==> config.mk <==
export PLATFORM = sky130hd
export DESIGN_NAME = div_unit_gen2
export DESIGN_NICKNAME = d
export VERILOG_FILES = /design/src/rtl/div_unit_gen2.sv
export SDC_FILE = /design/constraint.sdc
export NUM_CORES = 1
export LEC_CHECK = 0
export ABC_CLOCK_PERIOD_IN_PS = 13800
export CORE_MARGIN = 2
export CORE_UTILIZATION = 64
export CTS_BUF_LIST = sky130_fd_sc_hd__clkbuf_2
export DETAILED_ROUTE_END_ITERATION = 8
export PLACE_DENSITY = 0.83
export SLEW_MARGIN = 10
export SYNTH_ARGS = -nofsm -noshare
export SYNTH_HDL_FRONTEND = slang
export SYNTH_SLANG_ARGS = --single-unit
==> constraint.sdc <==
create_clock -name clk -period 13.8 [get_ports clk]
set_input_delay 2.76 -clock clk [delete_from_list [all_inputs] [get_ports clk]]
set_output_delay 2.76 -clock clk [all_outputs]
set_load 0.01 [all_outputs]
==> src/rtl/div_unit_gen2.sv <==
// div_unit_gen2: queued iterative divider for DIV/DIVU/REM/REMU with CLZ-based early termination
// and reuse of the last computed quotient/remainder when the complementary op follows.
module div_unit_gen2 #(
    parameter int DATA_WIDTH = 32,
    parameter int ID_WIDTH   = 3,
    parameter int FIFO_DEPTH = 2,
    parameter int REUSE_EN   = 1
) (
    input  logic                  clk,
    input  logic                  rst,
    input  logic                  issue_valid,
    output logic                  issue_ready,
    input  logic [1:0]            issue_op,
    input  logic [DATA_WIDTH-1:0] issue_rs1,
    input  logic [DATA_WIDTH-1:0] issue_rs2,
    input  logic [ID_WIDTH-1:0]   issue_id,
    output logic                  wb_done,
    input  logic                  wb_ack,
    output logic [DATA_WIDTH-1:0] wb_rd,
    output logic [ID_WIDTH-1:0]   wb_id
);
    localparam int W  = DATA_WIDTH;
    localparam int CW = $clog2(W) + 1;
    localparam int PW = FIFO_DEPTH > 1 ? $clog2(FIFO_DEPTH) : 1;
    localparam int NW = $clog2(FIFO_DEPTH + 1);
    localparam logic [1:0] IDLE = 2'd0, DIVIDE = 2'd1, DONE = 2'd2;

    typedef struct packed {
        logic [W-1:0]        rs1, rs2, m1, m2;
        logic [CW-1:0]       z1, z2;
        logic [1:0]          op;
        logic [ID_WIDTH-1:0] id;
        logic                neg_q, neg_r, div0;
    } entry_t;

    entry_t              in_e, hd;
    entry_t              mem_q [FIFO_DEPTH];
    logic [PW-1:0]       wr_q, rd_q;
    logic [NW-1:0]       cnt_q;
    logic [1:0]          state_q, state_d;
    logic [W-1:0]        r_q, d_q, q_q, tq_q, tr_q, t1_q, t2_q, quot, rem;
    logic [W-1:0]        c_rs1_q, c_rs2_q, c_m1_q;
    logic [1:0]          c_op_q;
    logic [ID_WIDTH-1:0] c_id_q;
    logic                c_nq_q, c_nr_q, c_d0_q;
    logic [CW-1:0]       k_q, kk;
    logic                ts_q, tv_q, hit_q, hit, push, pop, ge;

    function automatic logic [CW-1:0] clz(input logic [W-1:0] v);
        clz = CW'(W);
        for (int i = 0; i < W; i++)
            if (v[i]) clz = CW'(W - 1 - i);
    endfunction

    function automatic logic [PW-1:0] nxt(input logic [PW-1:0] p);
        return p == PW'(FIFO_DEPTH - 1) ? '0 : p + 1'b1;
    endfunction

    // Sign-fix at push so the core only ever sees magnitudes
    always_comb begin
        in_e.rs1   = issue_rs1;
        in_e.rs2   = issue_rs2;
        in_e.m1    = (~issue_op[0] & issue_rs1[W-1]) ? -issue_rs1 : issue_rs1;
        in_e.m2    = (~issue_op[0] & issue_rs2[W-1]) ? -issue_rs2 : issue_rs2;
        in_e.z1    = clz(in_e.m1);
        in_e.z2    = clz(in_e.m2);
        in_e.op    = issue_op;
        in_e.id    = issue_id;
        in_e.div0  = issue_rs2 == '0;
        in_e.neg_q = ~issue_op[0] & (issue_rs1[W-1] ^ issue_rs2[W-1]) & ~in_e.div0;
        in_e.neg_r = ~issue_op[0] & issue_rs1[W-1];
    end

    assign hd          = mem_q[rd_q];
    assign issue_ready = cnt_q != NW'(FIFO_DEPTH);
    assign push        = issue_valid & issue_ready;
    assign pop         = cnt_q != '0 && (state_q == IDLE || (state_q == DONE && wb_ack));
    assign hit         = REUSE_EN != 0 && tv_q && !hd.div0 && hd.rs1 == t1_q && hd.rs2 == t2_q && !hd.op[0] == ts_q;
    assign kk          = (hit || hd.div0 || hd.z2 < hd.z1) ? '0 : hd.z2 - hd.z1 + CW'(1);
    assign ge          = r_q >= d_q;
    assign quot        = c_d0_q ? '1 : hit_q ? tq_q : q_q;
    assign rem         = c_d0_q ? c_m1_q : hit_q ? tr_q : r_q;
    assign wb_rd       = c_op_q[1] ? (c_nr_q ? -rem : rem) : (c_nq_q ? -quot : quot);
    assign wb_id       = c_id_q;
    assign wb_done     = state_q == DONE;

    always_comb
        state_d = pop ? DIVIDE :
                  (state_q == DIVIDE && k_q == '0) ? DONE :
                  (state_q == DONE && wb_ack) ? IDLE : state_q;

    always_ff @(posedge clk)
        if (push) mem_q[wr_q] <= in_e;

    always_ff @(posedge clk or posedge rst)
        if (rst) begin
            wr_q  <= '0;
            rd_q  <= '0;
            cnt_q <= '0;
        end else begin
            if (push) wr_q <= nxt(wr_q);
            if (pop) rd_q <= nxt(rd_q);
            cnt_q <= cnt_q + NW'(push) - NW'(pop);
        end

    // The divisor is pre-aligned to the dividend's leading one, so only K steps are needed
    always_ff @(posedge clk or posedge rst)
        if (rst) begin
            state_q <= IDLE;
            k_q     <= '0;
            r_q     <= '0;
            d_q     <= '0;
            q_q     <= '0;
            hit_q   <= 1'b0;
            c_rs1_q <= '0;
            c_rs2_q <= '0;
            c_m1_q  <= '0;
            c_op_q  <= '0;
            c_id_q  <= '0;
            c_nq_q  <= 1'b0;
            c_nr_q  <= 1'b0;
            c_d0_q  <= 1'b0;
            tv_q    <= 1'b0;
            ts_q    <= 1'b0;
            t1_q    <= '0;
            t2_q    <= '0;
            tq_q    <= '0;
            tr_q    <= '0;
        end else begin
            state_q <= state_d;
            if (pop) begin
                c_rs1_q <= hd.rs1;
                c_rs2_q <= hd.rs2;
                c_m1_q  <= hd.m1;
                c_op_q  <= hd.op;
                c_id_q  <= hd.id;
                c_nq_q  <= hd.neg_q;
                c_nr_q  <= hd.neg_r;
                c_d0_q  <= hd.div0;
                hit_q   <= hit;
                k_q     <= kk;
                r_q     <= hd.m1;
                d_q     <= hd.m2 << (kk - CW'(1));
                q_q     <= '0;
            end else if (state_q == DIVIDE && k_q != '0) begin
                r_q <= ge ? r_q - d_q : r_q;
                d_q <= d_q >> 1;
                q_q <= {q_q[W-2:0], ge};
                k_q <= k_q - CW'(1);
            end else if (state_q == DIVIDE && REUSE_EN != 0 && !hit_q && !c_d0_q) begin
                tv_q <= 1'b1;
                ts_q <= !c_op_q[0];
                t1_q <= c_rs1_q;
                t2_q <= c_rs2_q;
                tq_q <= q_q;
                tr_q <= r_q;
            end
        end
endmodule

==> summary.md, run 1 <==
| Metric | Value |
|---|---|
| Status | complete, no violations |
| Relative slew slack | 24.3% |
| Seq pwr share | 50.2% |
| Unrepaired setup endpoints after global routing | no |
| Max-cap violations | 0 |
| Post-layout min period | 8.58 ns |
| Nets@finish | 3,225 |
| Area leader, netlist | edfxtp_1 |
| WP data required | 11.04 ns |
| Slew @ Worst Pin | 1.14 ns |
| Synth-to-Final Area Change | 9.23% |
| Final Power | 4.54 mW |
| CTS HTree Levels | 4 |
| CTS Hold Bufs | 0 |
| Logic pwr share | 22.1% |
| Wirelength per Cell | 22.3 um |
| Worst slack at placement | 6.64 ns |
| CP peak stage delay | 0.75 ns |
| Die height | 231 um |
| Clock sinks | 634 |
| Startpoint Class | flop |
| Net switching power | 1.50 mW |
| Worst hold slack | 0.464 ns |
| Final core occ | 70.4% |
| Count leader, synth | dfrtp_1 |
| Crit. End Element | output pin |
| Die W | 231 um |
| FFs w/ async S/R, synth | 53.9% |
| Post-DP HPWL | 61,100 um |
| Share of cells above drive strength 1 | 16.4% |
| WS Path Type | flop to output pin |
| Post-CTS sizing | 0 |
| Sw frac | 33.1% |
| Drt drc | 0 |
| Final setup margin | 5.22 ns |
| Cells after DPL | 3,615 |
| Final Cycle Share | 62.2% |
| Syn Inst Count | 2,939 |
| I/O pins | 110 |
| Most frequent cells after synthesis | 342 x dfrtp_1, 292 x edfxtp_1, 272 x nand2_1, 205 x nor2_1, 200 x o21ai_0 |
| GP Congestion | 0.939 |
| Die area | 53,300 um^2 |
| Area share of the largest cell type after synthesis | 26.6% |
| 1st-pass router iterations | 5 |
| First-pass GRT wire length | 135,000 um |
| Register area share after synthesis | 52.6% |
| DR vias/cell | 6.26 |
| CTS root buf | clkbuf_2 |
| Yosys warnings | 0 |
| GR Util All Layers | 33.1% |
| Post-CTS setup buffers | 0 |
| Post-Layout Cell Count | 3,904 |
| Initial antenna violation count | 2 |
| Pin count of the biggest net entering global routing | 122 |
| Cell Area, Placed | 34,500 um^2 |
| PwrDens | 126 nW/um^2 |
| CTS tree | done |
| Hold Crit Class | flop to flop |
| DRT Wirelength | 87,000 um |
| Input/output buffers | 109 |
| Crit path max fanout | 59 |
| Cell area after synthesis | 32,900 um^2 |
| Post-synth EDFFs | 292 |
| Via count | 24,400 |
| Worst VDD drop | 99.1 uV |
| # setup viols final | 0 |
| Total global routing overflow | 0 |
| Pleak | 15.1 nW |
| Fmax | 0.116 GHz |
| Clk pwr share | 27.6% |
| Slew Limit Fails | 0 |
| Final Cell Area | 36,000 um^2 |
| Clock buffer depth | 3 |
| #FFs+latches synth | 634 |
| Worst path slowest cell | dfrtp_4 |
| Drt first-iter violations | 2,243 |
| Ys flop type | dfrtp_1 |
| Final ANT Viol Nets | 0 |
| Number of global-route vias before repair | 24,300 |
| Clk_lat worst skew | 1.40 ns |
| Clock slew at reported path FFs | 0.10 ns |
| Worst Skew | 0.0939 ns |
| Synth cell types | 78 |
| Most area-consuming cells after synthesis | edfxtp_1 27%, dfrtp_1 26%, mux2_2 6.4% |
| Final number of hold-violating endpoints | 0 |
| Pint | 3.04 mW |
| Total core area | 51,100 um^2 |
| CTS buffer count | 157 |
| CP cell instances | buf_4 > mux2_2 > mux2i_1 > nand4_1 > nor2_1 > nand2_1 > or2_2 > or3_1 > o21ai_0 > xor2_1 > nand2_1 > o21ai_0 > clkdlybuf4s50_1 |
| Mapped Avg Cell Area | 11.2 um^2 |
| TNS Setup | 0 ns |
| CP arrival | 5.82 ns |
| Initial Util | 64.5% |
| Syn nets | 3,070 |
| Site Rows | 83 |
state kept, by name, summed over array words and instances, names as in the netlist, 2 cells and up:
register  cells
state_q       2
wb_id         3
t2_q         32
mem_q       292
c_rs2_q      32
c_rs1_q      32
c_op_q        2
cnt_q         2
c_m1_q       31
tr_q         32
r_q          32
d_q          32
t1_q         32
q_q          32
k_q           6
tq_q         32
worst max-delay path: cells and delay by family (launching register included):
kind	cells	cell delay (ns)
buf+inv	2	1.26
simple gates	6	1.18
mux	2	0.77
flops	1	0.75
compound gates	2	0.31
xor+xnor	1	0.16
area by class of cell:
| class | instances | area, um^2 |
|---|---|---|
| Multi-Input combinational cell | 2053 | 14600 |
| Inverter | 109 | 417 |
| Sequential cell | 634 | 17300 |
| Clock inverter | 48 | 243 |
| Antenna cell | 6 | 15.0 |
| Tap cell | 680 | 851 |
| Clock buffer | 235 | 1180 |
| Fill cell | 3723 | 15100 |
| Timing Repair Buffer | 139 | 1320 |
cells in the final DEF, fill, tap and decap left out, drive strengths merged, types with 73 or more instances in the layout:
| cell type | n |
|---|---|
| xnor2 | 124 |
| dfrtp | 342 |
| nor2 | 205 |
| clkbuf | 235 |
| mux2 | 187 |
| inv | 114 |
| xor2 | 77 |
| mux2i | 191 |
| nand3 | 73 |
| clkdlybuf4s50 | 109 |
| a21oi | 147 |
| o21ai | 204 |
| nand2 | 272 |
| edfxtp | 292 |
path summary, 6_finish.rpt:
check                                       from              endpoint  slack (ns)  depth (start not counted)
max                            hit_q$_DFFE_PP0P_             wb_rd[27]        5.22                         13
min                        c_op_q[0]$_DFFE_PP0P_      ts_q$_DFFE_PP0P_        0.46                          1
max reg2reg                     rd_q$_DFFE_PP0P_   d_q[25]$_DFFE_PP0P_        6.83                         19
min reg2reg                c_op_q[0]$_DFFE_PP0P_      ts_q$_DFFE_PP0P_        0.46                          1
max in group asynchronous                    rst      rd_q$_DFFE_PP0P_       10.02                          3
min in group asynchronous                    rst  tq_q[16]$_DFFE_PP0P_        1.94                          2
routing by layer:
layer	part of all wire, %	up-vias	track usage, %
li1	-	11100	-
met1	41	12100	43.0
met2	49	982	53.6
met3	6.1	213	5.62
met4	4.4	0	17.2
met5	0	-	0
logic make-up (layout without fill, tap and decap cells):
kind of cell | after synthesis | after routing | share of synthesized area, %
mux | 403 | 403 | 13.9
simple gates | 778 | 778 | 11.1
flops | 634 | 634 | 52.6
fa+ha+maj | 58 | 58 | 2.29
xor+xnor | 201 | 201 | 5.37
buf+inv | 252 | 531 | 3.13
compound gates | 613 | 613 | 11.6
other cells | 0 | 6 | 0
power by group through the flow:
| stage | combinational [mW] | sequential (mW) | clock, mW |
|---|---|---|---|
| final | 1.01 | 2.28 | 1.25 |
| after global routing | 1.07 | 2.30 | 1.37 |
| after CTS | 0.993 | 2.28 | 1.28 |
| after detailed placement | 0.987 | 2.32 | 0 |
| after global placement | 0.974 | 2.31 | 0 |
| after floorplan | 0.671 | 2.34 | 0 |
No activity file was read; power rests on OpenSTA's default activity.
==> run 2, diff against run 1 <==
Settings changed: ABC_CLOCK_PERIOD_IN_PS 13800 to 8500.
Clock period 13.8 ns to 8.5 ns, I/O delays scaled along.
==> summary.md, run 2 (synthesis results as in run 1) <==
| Metric | Value |
|---|---|
| Wirelength per Cell | 22.6 um |
| Min-Delay Endpoint | ts_q$_DFFE_PP0P_ |
| Crit. End Element | output pin |
| Reg2reg end | d_q[25]$_DFFE_PP0P_ |
| Clock sinks | 634 |
| CTS root buf | clkbuf_2 |
| Fmax | 0.130 GHz |
| Final core occ | 70.5% |
| Worst hold start | c_op_q[0]$_DFFE_PP0P_ |
| Total core area | 51,100 um^2 |
| 1st-pass router iterations | 6 |
| Worst r2r src | rd_q$_DFFE_PP0P_ |
| Post-CTS setup buffers | 0 |
| CP peak stage delay | 0.75 ns |
| Unrepaired setup endpoints after global routing | no |
| WP data required | 6.80 ns |
| Drt drc | 0 |
| TNS Setup | 0 ns |
| Hold Crit Class | flop to flop |
| Relative slew slack | 21.4% |
| Initial antenna violation count | 3 |
| Slew Limit Fails | 0 |
| I/O pins | 110 |
| GR Util All Layers | 33.5% |
| Reg with most FFs | mem_q |
| First-pass GRT wire length | 136,000 um |
| Initial Util | 64.5% |
| Pleak | 15.1 nW |
| Number of global-route vias before repair | 24,200 |
| DR vias/cell | 6.28 |
| Clock slew at reported path FFs | 0.11 ns |
| GP Congestion | 0.948 |
| Share of cells above drive strength 1 | 16.3% |
| Worst path slowest cell | buf_4 |
| Max reg flops | 292 |
| Post-layout min period | 7.67 ns |
| FF-to-FF setup slack | 1.98 ns |
| Die area | 53,300 um^2 |
| Die W | 231 um |
| CTS tree | done |
| Final number of hold-violating endpoints | 0 |
| CP arrival | 5.97 ns |
| Site Rows | 83 |
| Pin count of the biggest net entering global routing | 202 |
| CTS buffer count | 157 |
| Nets@finish | 3,224 |
| CTS HTree Levels | 4 |
| CP cell instances | buf_4 > mux2_2 > mux2i_1 > nand4_1 > nor2_1 > nand2_1 > or2_2 > or3_1 > o21ai_0 > xor2_1 > nand2_1 > o21ai_0 > clkdlybuf4s50_1 |
| Clock buffer depth | 3 |
| Worst Skew | 0.100 ns |
| WS Path Type | flop to output pin |
| Most common cell after layout, fill and taps aside | dfrtp_1 |
| Max-cap violations | 0 |
| Post-CTS sizing | 0 |
| Via count | 24,500 |
| # setup viols final | 0 |
| Status | complete, no violations |
| Startpoint Class | flop |
| Crit path max fanout | 65 |
| Total global routing overflow | 0 |
| Final ANT Viol Nets | 0 |
| Drt first-iter violations | 2,513 |
| PwrDens | 206 nW/um^2 |
| Most frequent cells in the layout | 339 x dfrtp_1, 292 x edfxtp_1, 271 x nand2_1 |
| FF-to-FF path depth | 16 |
| CTS Hold Bufs | 0 |
| Final Cycle Share | 90.3% |
| Input/output buffers | 109 |
| Post-DP HPWL | 61,500 um |
| Hold depth | 1 |
| Synth-to-Final Area Change | 9.42% |
| Clk_lat worst skew | 1.38 ns |
| DRT Wirelength | 88,100 um |
| Worst VDD drop | 168 uV |
| Die height | 231 um |
| Slew @ Worst Pin | 1.18 ns |
[run 2: power breakdown]
part / switching [mW] / internal (mW)
Combinational: 1.08 / 0.543
Clock: 1.24 / 0.836
Sequential: 0.0937 / 3.62
[run 2: area by class of cell]
class                      count  area (um^2)
sequential                   634        17300
clock inverter                50          324
fill                        3638        15100
tap                          680          851
antenna                        4         10.0
inverter                     109          413
timing repair buffer         138         1360
multi-input combinational   2053        14600
clock buffer                 225         1130
[run 2: worst max-delay path, delay by kind of cell (launching register included)]
kind | cells | cell delay [ns]
and+or+nand+nor | 6 | 1.24
xor gates and xnor gates | 1 | 0.17
muxes | 2 | 0.76
DFF | 1 | 0.72
AOI/OAI and AO/OA | 2 | 0.32
buffers and inverters | 2 | 1.36
[run 2: how the worst max path moves through the flow]
stage	from	end	slack, ns
floorplan	rd_q$_DFFE_PP0P_	d_q[26]$_DFFE_PP0P_	1.58
global placement	rd_q$_DFFE_PP0P_	d_q[25]$_DFFE_PP0P_	2.24
detailed placement	rd_q$_DFFE_PP0P_	d_q[25]$_DFFE_PP0P_	2.10
CTS	hit_q$_DFFE_PP0P_	wb_rd[29]	0.70
global route	hit_q$_DFFE_PP0P_	wb_rd[29]	0.48
finish	hit_q$_DFFE_PP0P_	wb_rd[27]	0.83
[run 2: stage by stage]
stage	total power, mW	hold slack [ns]	area (um^2)	cells	worst slack [ns]
2_1_floorplan	4.88	0.426	32900	2939	1.58
3_3_place_gp	5.33	0.437	34600	3614	2.24
3_5_place_dp	5.37	0.456	34600	3614	2.10
4_1_cts	7.43	0.453	36000	3889	0.703
5_1_grt	7.74	0.476	36000	3892	0.481
6_report	7.42	0.446	36000	3893	0.827
[run 2: routing by layer]
layer	vias up	track usage [%]	wire, um	share of wire [%]
met5	-	0	12	0.014
met4	2	14.9	3740	4.2
met3	224	7.04	6270	7.1
met2	1087	54.4	43100	49
met1	12100	43.7	35000	40
li1	11100	-	-	-
